**src/rtl/seg_scan_drv_pkg.sv**
```systemverilog
// -----------------------------------------------------------------------------
// seg_scan_drv_pkg
// Shared definitions for the multiplexed seven-segment scanner:
//   - default parameter values for the scanner and its blink divider
//   - clog2 helper used to size counters and index buses
//   - idle drive values for segments (SEG_OFF) and common enables (ENB_OFF)
//   - digit_cfg_t: one digit's frame-captured display state
// No ports (package).
// -----------------------------------------------------------------------------
package seg_scan_drv_pkg;

  localparam int DEF_NUM_DIGITS = 6;
  localparam int DEF_SCAN_DIV   = 5000;
  localparam int DEF_BLANK_CYC  = 50;
  localparam int DEF_BLINK_DIV  = 25000000;
  localparam int DEF_DIM_BITS   = 3;

  // Segments are active-high, so "off" is all zeros.
  localparam logic [6:0] SEG_OFF = 7'b0;
  // Common enables are active-low: an idle enable bit is driven high.
  // A fully idle enable bus is {NUM_DIGITS{ENB_OFF}}.
  localparam logic       ENB_OFF = 1'b1;

  // Per-digit state captured at frame start.
  typedef struct packed {
    logic [6:0] seg;
    logic       dp;
    logic       blank;
    logic       blink;
  } digit_cfg_t;

  // Ceiling log2, never less than 1 so it can size a bus directly.
  function automatic int clog2(input int n);
    int r;
    int v;
    r = 0;
    v = n - 1;
    while (v > 0) begin
      r = r + 1;
      v = v >> 1;
    end
    if (r == 0) r = 1;
    return r;
  endfunction

endpackage

```
**src/rtl/seg_scan_drv_if.sv**
```systemverilog
// -----------------------------------------------------------------------------
// seg_scan_drv_if
// Bundles the digit-data inputs and the FND pin outputs of seg_scan_drv.
//   master : producer of digit data / consumer of pin drive (decoders, bench)
//   slave  : the scanner itself
// Signals:
//   i_digit_seg  [7*NUM_DIGITS] digit k segments at [7k+6:7k], a is MSB
//   i_dp         [NUM_DIGITS]   decimal point per digit
//   i_blank_mask [NUM_DIGITS]   1 = digit dark
//   i_blink_mask [NUM_DIGITS]   1 = digit blinks
//   i_dim        [DIM_BITS]     brightness, all-ones = full
//   o_seg        [7]            segment drive, active-high
//   o_seg_dp     [1]            decimal-point drive
//   o_seg_enb    [NUM_DIGITS]   common enables, active-low
//   o_digit_idx  [IDX_W]        digit currently scanned
//   o_frame_start[1]            one-cycle pulse at each frame start
// -----------------------------------------------------------------------------
interface seg_scan_drv_if
  import seg_scan_drv_pkg::*;
#(
  parameter int NUM_DIGITS = DEF_NUM_DIGITS,
  parameter int DIM_BITS   = DEF_DIM_BITS
);
  localparam int IDX_W = clog2(NUM_DIGITS);

  logic [7*NUM_DIGITS-1:0] i_digit_seg;
  logic [NUM_DIGITS-1:0]   i_dp;
  logic [NUM_DIGITS-1:0]   i_blank_mask;
  logic [NUM_DIGITS-1:0]   i_blink_mask;
  logic [DIM_BITS-1:0]     i_dim;
  logic [6:0]              o_seg;
  logic                    o_seg_dp;
  logic [NUM_DIGITS-1:0]   o_seg_enb;
  logic [IDX_W-1:0]        o_digit_idx;
  logic                    o_frame_start;

  modport master (
    output i_digit_seg, i_dp, i_blank_mask, i_blink_mask, i_dim,
    input  o_seg, o_seg_dp, o_seg_enb, o_digit_idx, o_frame_start
  );

  modport slave (
    input  i_digit_seg, i_dp, i_blank_mask, i_blink_mask, i_dim,
    output o_seg, o_seg_dp, o_seg_enb, o_digit_idx, o_frame_start
  );

endinterface

```
**src/rtl/seg_scan_drv_blink_div.sv**
```systemverilog
// -----------------------------------------------------------------------------
// seg_blink_div
// Free-running modulo-BLINK_DIV counter; o_phase toggles each time the
// counter wraps, giving a square wave of BLINK_DIV cycles per half-period.
// Phase resets to 1 so blinking digits start visible.
// Ports:
//   clk     in  system clock
//   rst_n   in  asynchronous active-low reset
//   o_phase out blink phase, 1 = visible half
// -----------------------------------------------------------------------------
module seg_blink_div
  import seg_scan_drv_pkg::*;
#(
  parameter int BLINK_DIV = DEF_BLINK_DIV
)(
  input  logic clk,
  input  logic rst_n,
  output logic o_phase
);

  localparam int CNT_W = clog2(BLINK_DIV);

  logic [CNT_W-1:0] r_cnt;
  logic             r_phase;
  logic             w_wrap;

  assign w_wrap = (r_cnt == CNT_W'(BLINK_DIV - 1));

  always_ff @(posedge clk or negedge rst_n) begin
    if (!rst_n) begin
      r_cnt   <= '0;
      r_phase <= 1'b1;
    end else begin
      r_cnt <= w_wrap ? '0 : r_cnt + CNT_W'(1);
      if (w_wrap) r_phase <= ~r_phase;
    end
  end

  assign o_phase = r_phase;

endmodule

```
**src/rtl/seg_scan_drv.sv**
```systemverilog
// -----------------------------------------------------------------------------
// seg_scan_drv
// Multiplexed seven-segment scanner for NUM_DIGITS digits. Each digit gets a
// slot of SCAN_DIV cycles: BLANK_CYC dead cycles, then a lit window whose
// length follows i_dim (PWM dimming), then dark for the rest of the slot.
// Digit data and masks are captured once per frame so the display never
// shows a half-updated value. Blanked digits stay dark; blinking digits are
// dark during the off half of the blink divider.
// Ports:
//   clk    in  system clock (only clock; all timing by count enables)
//   rst_n  in  asynchronous active-low reset
//   bus    seg_scan_drv_if.slave  digit inputs and FND pin outputs
// -----------------------------------------------------------------------------
module seg_scan_drv
  import seg_scan_drv_pkg::*;
#(
  parameter int NUM_DIGITS = DEF_NUM_DIGITS,
  parameter int SCAN_DIV   = DEF_SCAN_DIV,
  parameter int BLANK_CYC  = DEF_BLANK_CYC,
  parameter int BLINK_DIV  = DEF_BLINK_DIV,
  parameter int DIM_BITS   = DEF_DIM_BITS
)(
  input  logic          clk,
  input  logic          rst_n,
  seg_scan_drv_if.slave bus
);

  localparam int CNT_W = clog2(SCAN_DIV);
  localparam int IDX_W = clog2(NUM_DIGITS);
  localparam int LEN_W = clog2(SCAN_DIV + 1);
  localparam logic [31:0] ON_SPAN = 32'(SCAN_DIV - BLANK_CYC);
  localparam logic [31:0] BLANK_U = 32'(BLANK_CYC);

  // ---------------------------------------------------------------------------
  // Slot / digit counters
  // ---------------------------------------------------------------------------
  logic [CNT_W-1:0] r_slot_cnt;
  logic [IDX_W-1:0] r_idx;
  logic             w_slot_start;
  logic             w_slot_last;
  logic             w_idx_last;
  logic             w_frame_start;

  assign w_slot_start  = (r_slot_cnt == '0);
  assign w_slot_last   = (r_slot_cnt == CNT_W'(SCAN_DIV - 1));
  assign w_idx_last    = (r_idx == IDX_W'(NUM_DIGITS - 1));
  assign w_frame_start = w_slot_start && (r_idx == '0);

  always_ff @(posedge clk or negedge rst_n) begin
    if (!rst_n) begin
      r_slot_cnt <= '0;
      r_idx      <= '0;
    end else if (w_slot_last) begin
      r_slot_cnt <= '0;
      r_idx      <= w_idx_last ? '0 : r_idx + IDX_W'(1);
    end else begin
      r_slot_cnt <= r_slot_cnt + CNT_W'(1);
    end
  end

  // ---------------------------------------------------------------------------
  // Blink phase
  // ---------------------------------------------------------------------------
  logic w_blink_phase;

  seg_blink_div #(
    .BLINK_DIV (BLINK_DIV)
  ) u_blink (
    .clk     (clk),
    .rst_n   (rst_n),
    .o_phase (w_blink_phase)
  );

  // ---------------------------------------------------------------------------
  // Lit-window length, latched per slot so a brightness change mid-slot
  // cannot stretch or cut the current digit.
  // ---------------------------------------------------------------------------
  logic [LEN_W-1:0] r_on_len;
  logic [31:0]      w_on_prod;
  logic [31:0]      w_on_shift;

  // Multiply before shifting so the fraction is not lost; the shift truncates.
  assign w_on_prod  = ON_SPAN * (32'(bus.i_dim) + 32'd1);
  assign w_on_shift = w_on_prod >> DIM_BITS;

  always_ff @(posedge clk or negedge rst_n) begin
    if (!rst_n) begin
      r_on_len <= '0;
    end else if (w_slot_start) begin
      r_on_len <= LEN_W'(w_on_shift);
    end
  end

  // ---------------------------------------------------------------------------
  // Frame-coherent shadow of digit data and masks
  // ---------------------------------------------------------------------------
  digit_cfg_t [NUM_DIGITS-1:0] w_capture;
  digit_cfg_t [NUM_DIGITS-1:0] r_shadow;
  logic       [NUM_DIGITS-1:0] w_enb_sel;

  for (genvar gi = 0; gi < NUM_DIGITS; gi++) begin : g_digit
    assign w_capture[gi] = '{
      seg:   bus.i_digit_seg[7*gi +: 7],
      dp:    bus.i_dp[gi],
      blank: bus.i_blank_mask[gi],
      blink: bus.i_blink_mask[gi]
    };
    // Enable pattern for "digit r_idx lit": only the selected bit pulls low.
    assign w_enb_sel[gi] = (r_idx == IDX_W'(gi)) ? 1'b0 : ENB_OFF;
  end

  always_ff @(posedge clk or negedge rst_n) begin
    if (!rst_n) begin
      r_shadow <= '0;
    end else if (w_frame_start) begin
      r_shadow <= w_capture;
    end
  end

  // ---------------------------------------------------------------------------
  // Lit decision. The dead time (>= 2 cycles) guarantees r_on_len and
  // r_shadow have been refreshed before any lit cycle of the slot.
  // ---------------------------------------------------------------------------
  digit_cfg_t  w_cur;
  logic [31:0] w_slot_ext;
  logic        w_in_window;
  logic        w_lit;

  assign w_cur       = r_shadow[r_idx];
  assign w_slot_ext  = 32'(r_slot_cnt);
  assign w_in_window = (w_slot_ext >= BLANK_U) &&
                       (w_slot_ext < (BLANK_U + 32'(r_on_len)));
  assign w_lit       = w_in_window && !w_cur.blank &&
                       !(w_cur.blink && !w_blink_phase);

  // ---------------------------------------------------------------------------
  // Registered pin drive
  // ---------------------------------------------------------------------------
  logic [6:0]            r_seg;
  logic                  r_seg_dp;
  logic [NUM_DIGITS-1:0] r_seg_enb;
  logic [IDX_W-1:0]      r_digit_idx;
  logic                  r_frame_start;

  always_ff @(posedge clk or negedge rst_n) begin
    if (!rst_n) begin
      r_seg         <= SEG_OFF;
      r_seg_dp      <= 1'b0;
      r_seg_enb     <= {NUM_DIGITS{ENB_OFF}};
      r_digit_idx   <= '0;
      r_frame_start <= 1'b0;
    end else begin
      r_seg         <= w_lit ? w_cur.seg : SEG_OFF;
      r_seg_dp      <= w_lit ? w_cur.dp  : 1'b0;
      r_seg_enb     <= w_lit ? w_enb_sel : {NUM_DIGITS{ENB_OFF}};
      r_digit_idx   <= r_idx;
      r_frame_start <= w_frame_start;
    end
  end

  assign bus.o_seg         = r_seg;
  assign bus.o_seg_dp      = r_seg_dp;
  assign bus.o_seg_enb     = r_seg_enb;
  assign bus.o_digit_idx   = r_digit_idx;
  assign bus.o_frame_start = r_frame_start;

endmodule

```
**src/flat_wrapper.sv**
```systemverilog
// flat-port wrapper written by rule: the top's interface ports become plain ports
module seg_scan_drv_flat import seg_scan_drv_pkg::*;
#(
  parameter int NUM_DIGITS = DEF_NUM_DIGITS,
  parameter int SCAN_DIV   = DEF_SCAN_DIV,
  parameter int BLANK_CYC  = DEF_BLANK_CYC,
  parameter int BLINK_DIV  = DEF_BLINK_DIV,
  parameter int DIM_BITS   = DEF_DIM_BITS
)
  (clk, rst_n, bus_i_digit_seg, bus_i_dp, bus_i_blank_mask, bus_i_blink_mask, bus_i_dim, bus_o_seg, bus_o_seg_dp, bus_o_seg_enb, bus_o_digit_idx, bus_o_frame_start);
  seg_scan_drv_if #(.NUM_DIGITS(NUM_DIGITS), .DIM_BITS(DIM_BITS)) bus_i ();
  input  logic clk;
  input  logic rst_n;
  input wire logic [$bits(bus_i.i_digit_seg)-1:0] bus_i_digit_seg;
  input wire logic [$bits(bus_i.i_dp)-1:0] bus_i_dp;
  input wire logic [$bits(bus_i.i_blank_mask)-1:0] bus_i_blank_mask;
  input wire logic [$bits(bus_i.i_blink_mask)-1:0] bus_i_blink_mask;
  input wire logic [$bits(bus_i.i_dim)-1:0] bus_i_dim;
  output wire logic [$bits(bus_i.o_seg)-1:0] bus_o_seg;
  output wire logic [$bits(bus_i.o_seg_dp)-1:0] bus_o_seg_dp;
  output wire logic [$bits(bus_i.o_seg_enb)-1:0] bus_o_seg_enb;
  output wire logic [$bits(bus_i.o_digit_idx)-1:0] bus_o_digit_idx;
  output wire logic [$bits(bus_i.o_frame_start)-1:0] bus_o_frame_start;
  assign bus_i.i_digit_seg = bus_i_digit_seg;
  assign bus_i.i_dp = bus_i_dp;
  assign bus_i.i_blank_mask = bus_i_blank_mask;
  assign bus_i.i_blink_mask = bus_i_blink_mask;
  assign bus_i.i_dim = bus_i_dim;
  assign bus_o_seg = bus_i.o_seg;
  assign bus_o_seg_dp = bus_i.o_seg_dp;
  assign bus_o_seg_enb = bus_i.o_seg_enb;
  assign bus_o_digit_idx = bus_i.o_digit_idx;
  assign bus_o_frame_start = bus_i.o_frame_start;
  seg_scan_drv #(.NUM_DIGITS(NUM_DIGITS), .SCAN_DIV(SCAN_DIV), .BLANK_CYC(BLANK_CYC), .BLINK_DIV(BLINK_DIV), .DIM_BITS(DIM_BITS)) u_core (.clk(clk), .rst_n(rst_n), .bus(bus_i));
endmodule
```
**config.mk**
```make
export PLATFORM = sky130hd
export DESIGN_NAME = seg_scan_drv_flat
export DESIGN_NICKNAME = d
export VERILOG_FILES = /design/src/rtl/seg_scan_drv_pkg.sv /design/src/rtl/seg_scan_drv_if.sv /design/src/rtl/seg_scan_drv_blink_div.sv /design/src/rtl/seg_scan_drv.sv /design/src/flat_wrapper.sv
export SDC_FILE = /design/constraint.sdc
export NUM_CORES = 1
export LEC_CHECK = 0
export CAP_MARGIN = 20
export CELL_PAD_IN_SITES_DETAIL_PLACEMENT = 0
export CELL_PAD_IN_SITES_GLOBAL_PLACEMENT = 1
export CORE_UTILIZATION = 46
export CTS_BUF_LIST = sky130_fd_sc_hd__clkbuf_16
export CTS_CLUSTER_DIAMETER = 120
export CTS_CLUSTER_SIZE = 20
export DETAILED_ROUTE_END_ITERATION = 16
export HOLD_SLACK_MARGIN = 0.06
export MAX_ROUTING_LAYER = met4
export PLACE_DENSITY_LB_ADDON = 0.1
export SLEW_MARGIN = 30
export SYNTH_ARGS = -nofsm -noshare
export SYNTH_HDL_FRONTEND = slang
export SYNTH_SLANG_ARGS = --single-unit
export TNS_END_PERCENT = 5
```
**constraint.sdc**
```tcl
create_clock -name clk -period 3.25 [get_ports clk]
set_clock_uncertainty 0.1 [all_clocks]
set_input_delay 0.65 -clock clk [delete_from_list [all_inputs] [get_ports clk]]
set_output_delay 0.65 -clock clk [all_outputs]
set_load 0.01 [all_outputs]
```
-- Yosys cells after proc, flatten, opt, wreduce, memory -nomap -nowiden
Cells that the tools add are included.
- $add $sub $neg: 5
- multipliers: 1
- div/mod/pow operators: 0
- magnitude comparators: 3
- equality and inequality tests: 7
- shift-type cells: 0
- multiplexer cells: 14
- bitwise gates (word level): 1
- reduce and logical (&&, ||, !) cells: 10
- operators with widths (operator ; number):
    $lt A13 B32 Y1 ; 1
    $mul A12 B32 Y15 const A ; 1
    $bmux W10 S3 ; 1
    $add A25 B1 Y25 const B ; 1
    $eq A25 B25 Y1 const B ; 1
    $mux W25 ; 1
    $add A6 B13 Y14 const A ; 1
    $add A13 B1 Y13 const B ; 1
    $eq A13 B13 Y1 const B ; 1
    $ge A13 B6 Y1 const B ; 1
    $logic_not A13 Y1 ; 1
    $mux W13 ; 1
    $mux W10 ; 1
    $mux W1 ; 7
    $mux W7 ; 1
    $eq A3 B2 Y1 const B ; 2
    $eq A3 B3 Y1 const B ; 2
    $mux W6 ; 1
    $logic_and A1 B1 Y1 ; 5
    $add A3 B1 Y4 const B ; 1
    $lt A3 B4 Y1 const B ; 1
    $add A3 B1 Y3 const B ; 1
    $eq A3 B1 Y1 const B ; 1
    $logic_not A1 Y1 ; 3
    other kinds (3) ; 3
- bits in registers: 133
- bits in latches: 0
- RAM bits: 0
- memory bits (read-only): 0
- input bits: 65
- output and inout bits: 18
- word-level logic and storage cells: 75
- memories kept: 0

-- Logic depth before layout (Yosys ltp)
- word-level depth: 6
- mapped depth: 14
- gate-level depth less buffers: 14

-- Cells and area by module
A second synthesis with hierarchy kept.
- cell total of the unflattened synthesis: 702
- area total of the unflattened synthesis: 6932.9 um^2
- modules (own cells, without submodules) (module ; times used ; cells each ; area each (um^2) ; sequential area each (um^2)):
    seg_scan_drv ; 1 ; 575 ; 5602.9 ; 2685.1
    seg_blink_div ; 1 ; 127 ; 1330.0 ; 651.9

-- Least setup slack after synthesis
OpenSTA, ideal clock, no wires.
- path type: input-to-reg
- from: input bus_i_dim[0]
- to: register u_core.r_on_len[11]
- library setup time: 133 ps
- arrival: 3402 ps
- required time: 3017 ps
- setup slack: -385 ps
- stages: 12
- path buffers: 0
- path through: ha_1 xnor2_1 inv_1 ha_1 fa_1 ha_1 nand3_1 a2111oi_0 o211ai_1 a31oi_1 xnor2_1 o21ai_0
- word-level cells in the longest chain between the ends: 2
- ends and longest elaborated chain (element ; RTL line ; RTL):
    start: declaration ; flat_wrapper.sv:18 ; input wire logic [$bits(bus_i.i_dim)-1:0] bus_i_dim;
    $add A3 B1 Y4 ; seg_scan_drv.sv:83 ; assign w_on_prod = ON_SPAN * (32'(bus.i_dim) + 32'd1);
    $mul A12 B32 Y15 ; seg_scan_drv.sv:83 ;
    end signal: assignment ; seg_scan_drv.sv:90 ; r_on_len <= LEN_W'(w_on_shift);
    end: declaration ; seg_scan_drv.sv:78 ; logic [LEN_W-1:0] r_on_len;
No other way between the ends.
A chain may end at the register's enable or synchronous reset.

-- Final worst setup path
Ends and elaborated chain as after synthesis.

==> flow_metrics.env <==
export IMPL_grt_max_degree=75
export IMPL_overflow=0
export IMPL_worst_setup_path_start_kind="primary input"
export IMPL_synth_yosys_seq_area_share_pct=47.8
export IMPL_crit_path_start="bus_i_dim[0]"
export IMPL_grt_first_pass_wirelength_um=24600
export IMPL_final_cell_area_um2=9080
export IMPL_antennaDiodeCount=0
export IMPL_path_max_fanout=4
export IMPL_antenna_found_initial=0
export IMPL_die_area_um2=15700
export IMPL_routed_wirelength_um=14300
export IMPL_synthDistinctLibCells=56
export IMPL_fmax_mhz=324
export IMPL_initial_core_util_pct=47.5
export IMPL_vias_per_cell=5.24
export IMPL_synthCells=568
export IMPL_core_um2=14700
export IMPL_r2r_start="u_core.r_on_len[1]"
export IMPL_yosysWarnings=0
export IMPL_row_count=44
export IMPL_setup_violations=0
export IMPL_setup_ws_ns=0.164
export IMPL_max_stage_delay_ns=0.40
export IMPL_worstMarginPinSlew_ns=0.597
export IMPL_worstPathRequired_ns=3.45
export IMPL_p_leak_nw=4.20
export IMPL_async_reset_ff_share_pct=100
export IMPL_io_buffer_count=82
export IMPL_nets=800
export IMPL_cpMaxStageDelayCell="a2111oi_4"
export IMPL_grt_use_total_pct=20.5
export IMPL_dieWidth_um=125
export IMPL_dp_cells=858
export IMPL_cts_inserted_buffers=17
export IMPL_stdcell_count=892
export IMPL_num_fill_cells=1186
export IMPL_rsz0062_at_grt="no"
export IMPL_critPathTopFamily="adder cells"
export IMPL_drc=0
export IMPL_p_per_area_nw_per_um2=517
export IMPL_cts_root_buf="clkbuf_16"
export IMPL_cts_buffer_depth=2
export IMPL_min_path_type="flip-flop to flip-flop"
export IMPL_die_y_um=125
export IMPL_power_mw=4.69
export IMPL_final_max_slew_violation_count=0
export IMPL_avgSynthCellArea_um2=12.3
export IMPL_ant_nets=0
export IMPL_outcome="complete, no violations"
export IMPL_synth_edf_count=0
export IMPL_cts_sinks=133
export IMPL_clock_latency_ns=0.42
export IMPL_finalCritPeriodShare_pct=94.9
export IMPL_period_needed_ns=3.09
export IMPL_via_count=4672
export IMPL_holdWs_ns=0.371
export IMPL_gp_congestion=0.846
export IMPL_hold_viol=0
export IMPL_place_hpwl_um=10300
export IMPL_post_place_ws_ns=-0.740
export IMPL_path_class="primary input to flip-flop"
export IMPL_grt_pass1_vias=4962
export IMPL_ys_flop_type="dfrtp_1"
export IMPL_syn_to_final_growth_pct=30.0
export IMPL_drt_iter0_drc=200
export IMPL_drt_first_pass_iters=10
export IMPL_syn_area_um2=6980
export IMPL_hp_start="u_core.u_blink.r_cnt[4]"
export IMPL_pin_count=83
export IMPL_path_buf_inv=3
export IMPL_synth_fp_nets=673
export IMPL_cts_tree="done"
export IMPL_ys_seq_elements=133
export IMPL_path_cells="clkbuf_2, buf_4, ha_4, xnor2_4, inv_4, ha_4, fa_2, ha_4, nand3_4, a2111oi_4, o211ai_1, a31oi_1, xnor2_1, o21ai_1"
export IMPL_slew_headroom_pct=59.9
export IMPL_worst_setup_path_end_kind="flip-flop"
export IMPL_final_layout_size_suffix_gt1_share_pct=26.7
export IMPL_cp_common_cell="ha_4"
export IMPL_dpl_instance_area_um2=8410
export IMPL_wire_per_inst_um=16.1
export IMPL_maxCapViolCount=0
export IMPL_clk_pin_slew_worst_paths_ns=0.06
export IMPL_peakVddDrop_uv=359
export IMPL_cts_max_level=4
export IMPL_worstPathArrival_ns=3.28
## repair_timing
action	in CTS	in global routing
endpoints found under the hold margin	14	0
hold buffers	1	0
gates resized for setup	3	14
pin swaps	1	13
gates cloned	0	0
setup endpoints to repair	8	12
setup buffers	0	1
## cell usage in the layout (no fill, tap or decap), types with 4 or more instances in the layout
cell type and n:
xnor2_1 27, nor2_1 37, inv_1 16, nand2b_1 4
mux4_2 9, a22oi_1 8, nor3_1 9, mux2_2 10
buf_4 43, nand3b_1 5, o21ai_0 14, clkbuf_16 17
a21oi_1 12, and4_1 5, and3_1 10, nand2_1 34
or4_1 4, nand4_1 10, o21ai_1 4, a21o_1 5
bufinv_16 4, a211oi_1 5, clkdlybuf4s50_1 78, mux2_4 59
ha_1 31, inv_6 4, xor2_1 22, nand3_1 13
dfstp_2 7, ha_4 7, dfrtp_1 126
## cell type report
| cell class | instances | area [µm²] | share of cell area (%) |
|---|---|---|---|
| repair buffers | 128 | 1190 | 13.1 |
| clock buffers | 17 | 425 | 4.69 |
| inverters | 21 | 85.1 | 0.937 |
| multi-input cells | 394 | 3610 | 39.8 |
| clock inverters | 15 | 201 | 2.22 |
| flip-flops and latches | 133 | 3340 | 36.8 |
| well taps | 184 | 230 | 2.54 |
## worst reg2reg max path: stages, from the launching register on
cell       delay, ns
dfrtp_1         0.43
ha_1            0.26
a211o_1         0.36
nand2_1         0.10
xor2_1          0.15
ha_1            0.25
and4_1          0.21
a211oi_1        0.22
o2111ai_1       0.13
a41o_1          0.31
buf_4           0.20
or2_1           0.24
## synthesized netlist by cell type, types with 3 or more instances
master | count | area share (%)
dfrtp_1 | 126 | 45
mux2_4 | 59 | 13
ha_1 | 38 | 6.8
nor2_1 | 37 | 2.0
nand2_1 | 34 | 1.8
xnor2_1 | 28 | 3.5
xor2_1 | 22 | 2.8
inv_1 | 20 | 1.1
o21ai_0 | 17 | 1.2
a21oi_1 | 15 | 1.1
nand3_1 | 14 | 1.0
and3_1 | 10 | 0.90
mux2_2 | 10 | 1.6
nand4_1 | 10 | 0.90
clkbuf_1 | 9 | 0.48
mux4_2 | 9 | 2.9
nor3_1 | 9 | 0.64
a22oi_1 | 8 | 0.86
dfstp_2 | 7 | 2.6
a211oi_1 | 6 | 0.64
buf_6 | 6 | 0.97
a21o_1 | 5 | 0.54
and4_1 | 5 | 0.63
nand3b_1 | 5 | 0.54
or4_1 | 5 | 0.54
nand2b_1 | 4 | 0.36
a31oi_1 | 3 | 0.27
and2_1 | 3 | 0.27
mux2i_1 | 3 | 0.43
nor2b_1 | 3 | 0.27
o2111ai_1 | 3 | 0.38
o211ai_1 | 3 | 0.32
or3_1 | 3 | 0.27
## logic make-up (layout without fill, tap and decap cells)
family,after synthesis,count (layout),share of synthesized area [%]
AOI/OAI and AO/OA,69,69,6.32
xor gates and xnor gates,50,50,6.27
adders and majority gates,40,40,7.38
buffers and inverters,41,181,2.94
DFF,133,133,47.8
muxes,82,82,17.8
and+or+nand+nor,153,153,11.5
## layer usage
layer	vias to the layer above	routed length (µm)	track usage, %
li1	2296	-	-
met1	2273	6850	26.5
met2	79	6770	31.7
met3	24	505	5.01
met4	0	199	6.74
met5	-	0	-
## path summary, 6_finish.rpt
path | end | slack, ns | cells after the start
worst min-delay path | u_core.u_blink.r_cnt[4] | 0.37 | 1
max in group asynchronous | u_core.bus.o_seg_enb[5] | 1.68 | 3
worst min register to register | u_core.u_blink.r_cnt[4] | 0.37 | 1
worst max register to register | u_core.bus.o_seg_enb[5] | 0.22 | 11
worst max-delay path | u_core.r_on_len[11] | 0.16 | 14
min in group asynchronous | u_core.u_blink.r_cnt[15] | 0.60 | 2
## stage by stage
stage / TNS (ns) / utilization [%]
4_1_cts: 0 / 61.6
6_report: 0 / 61.7
2_1_floorplan: 0 / -
3_3_place_gp: -5.30 / 57.2
3_5_place_dp: -5.96 / 57.2
5_1_grt: 0 / 61.7
## registers in the layout (all words and copies together), names as in the netlist
name	flops
u_core.bus.o_digit_idx	3
u_core.bus.o_frame_start	1
u_core.bus.o_seg	7
u_core.bus.o_seg_dp	1
u_core.bus.o_seg_enb	6
u_core.r_idx	3
u_core.r_on_len	13
u_core.r_shadow	60
u_core.r_slot_cnt	13
u_core.u_blink.o_phase	1
u_core.u_blink.r_cnt	25
## power by group
group	internal [mW]	switching [mW]
clock network	1.29	0.742
logic	0.460	0.365
registers	1.75	0.0875
total	3.50	1.19
No activity file was read; power rests on OpenSTA's default activity.
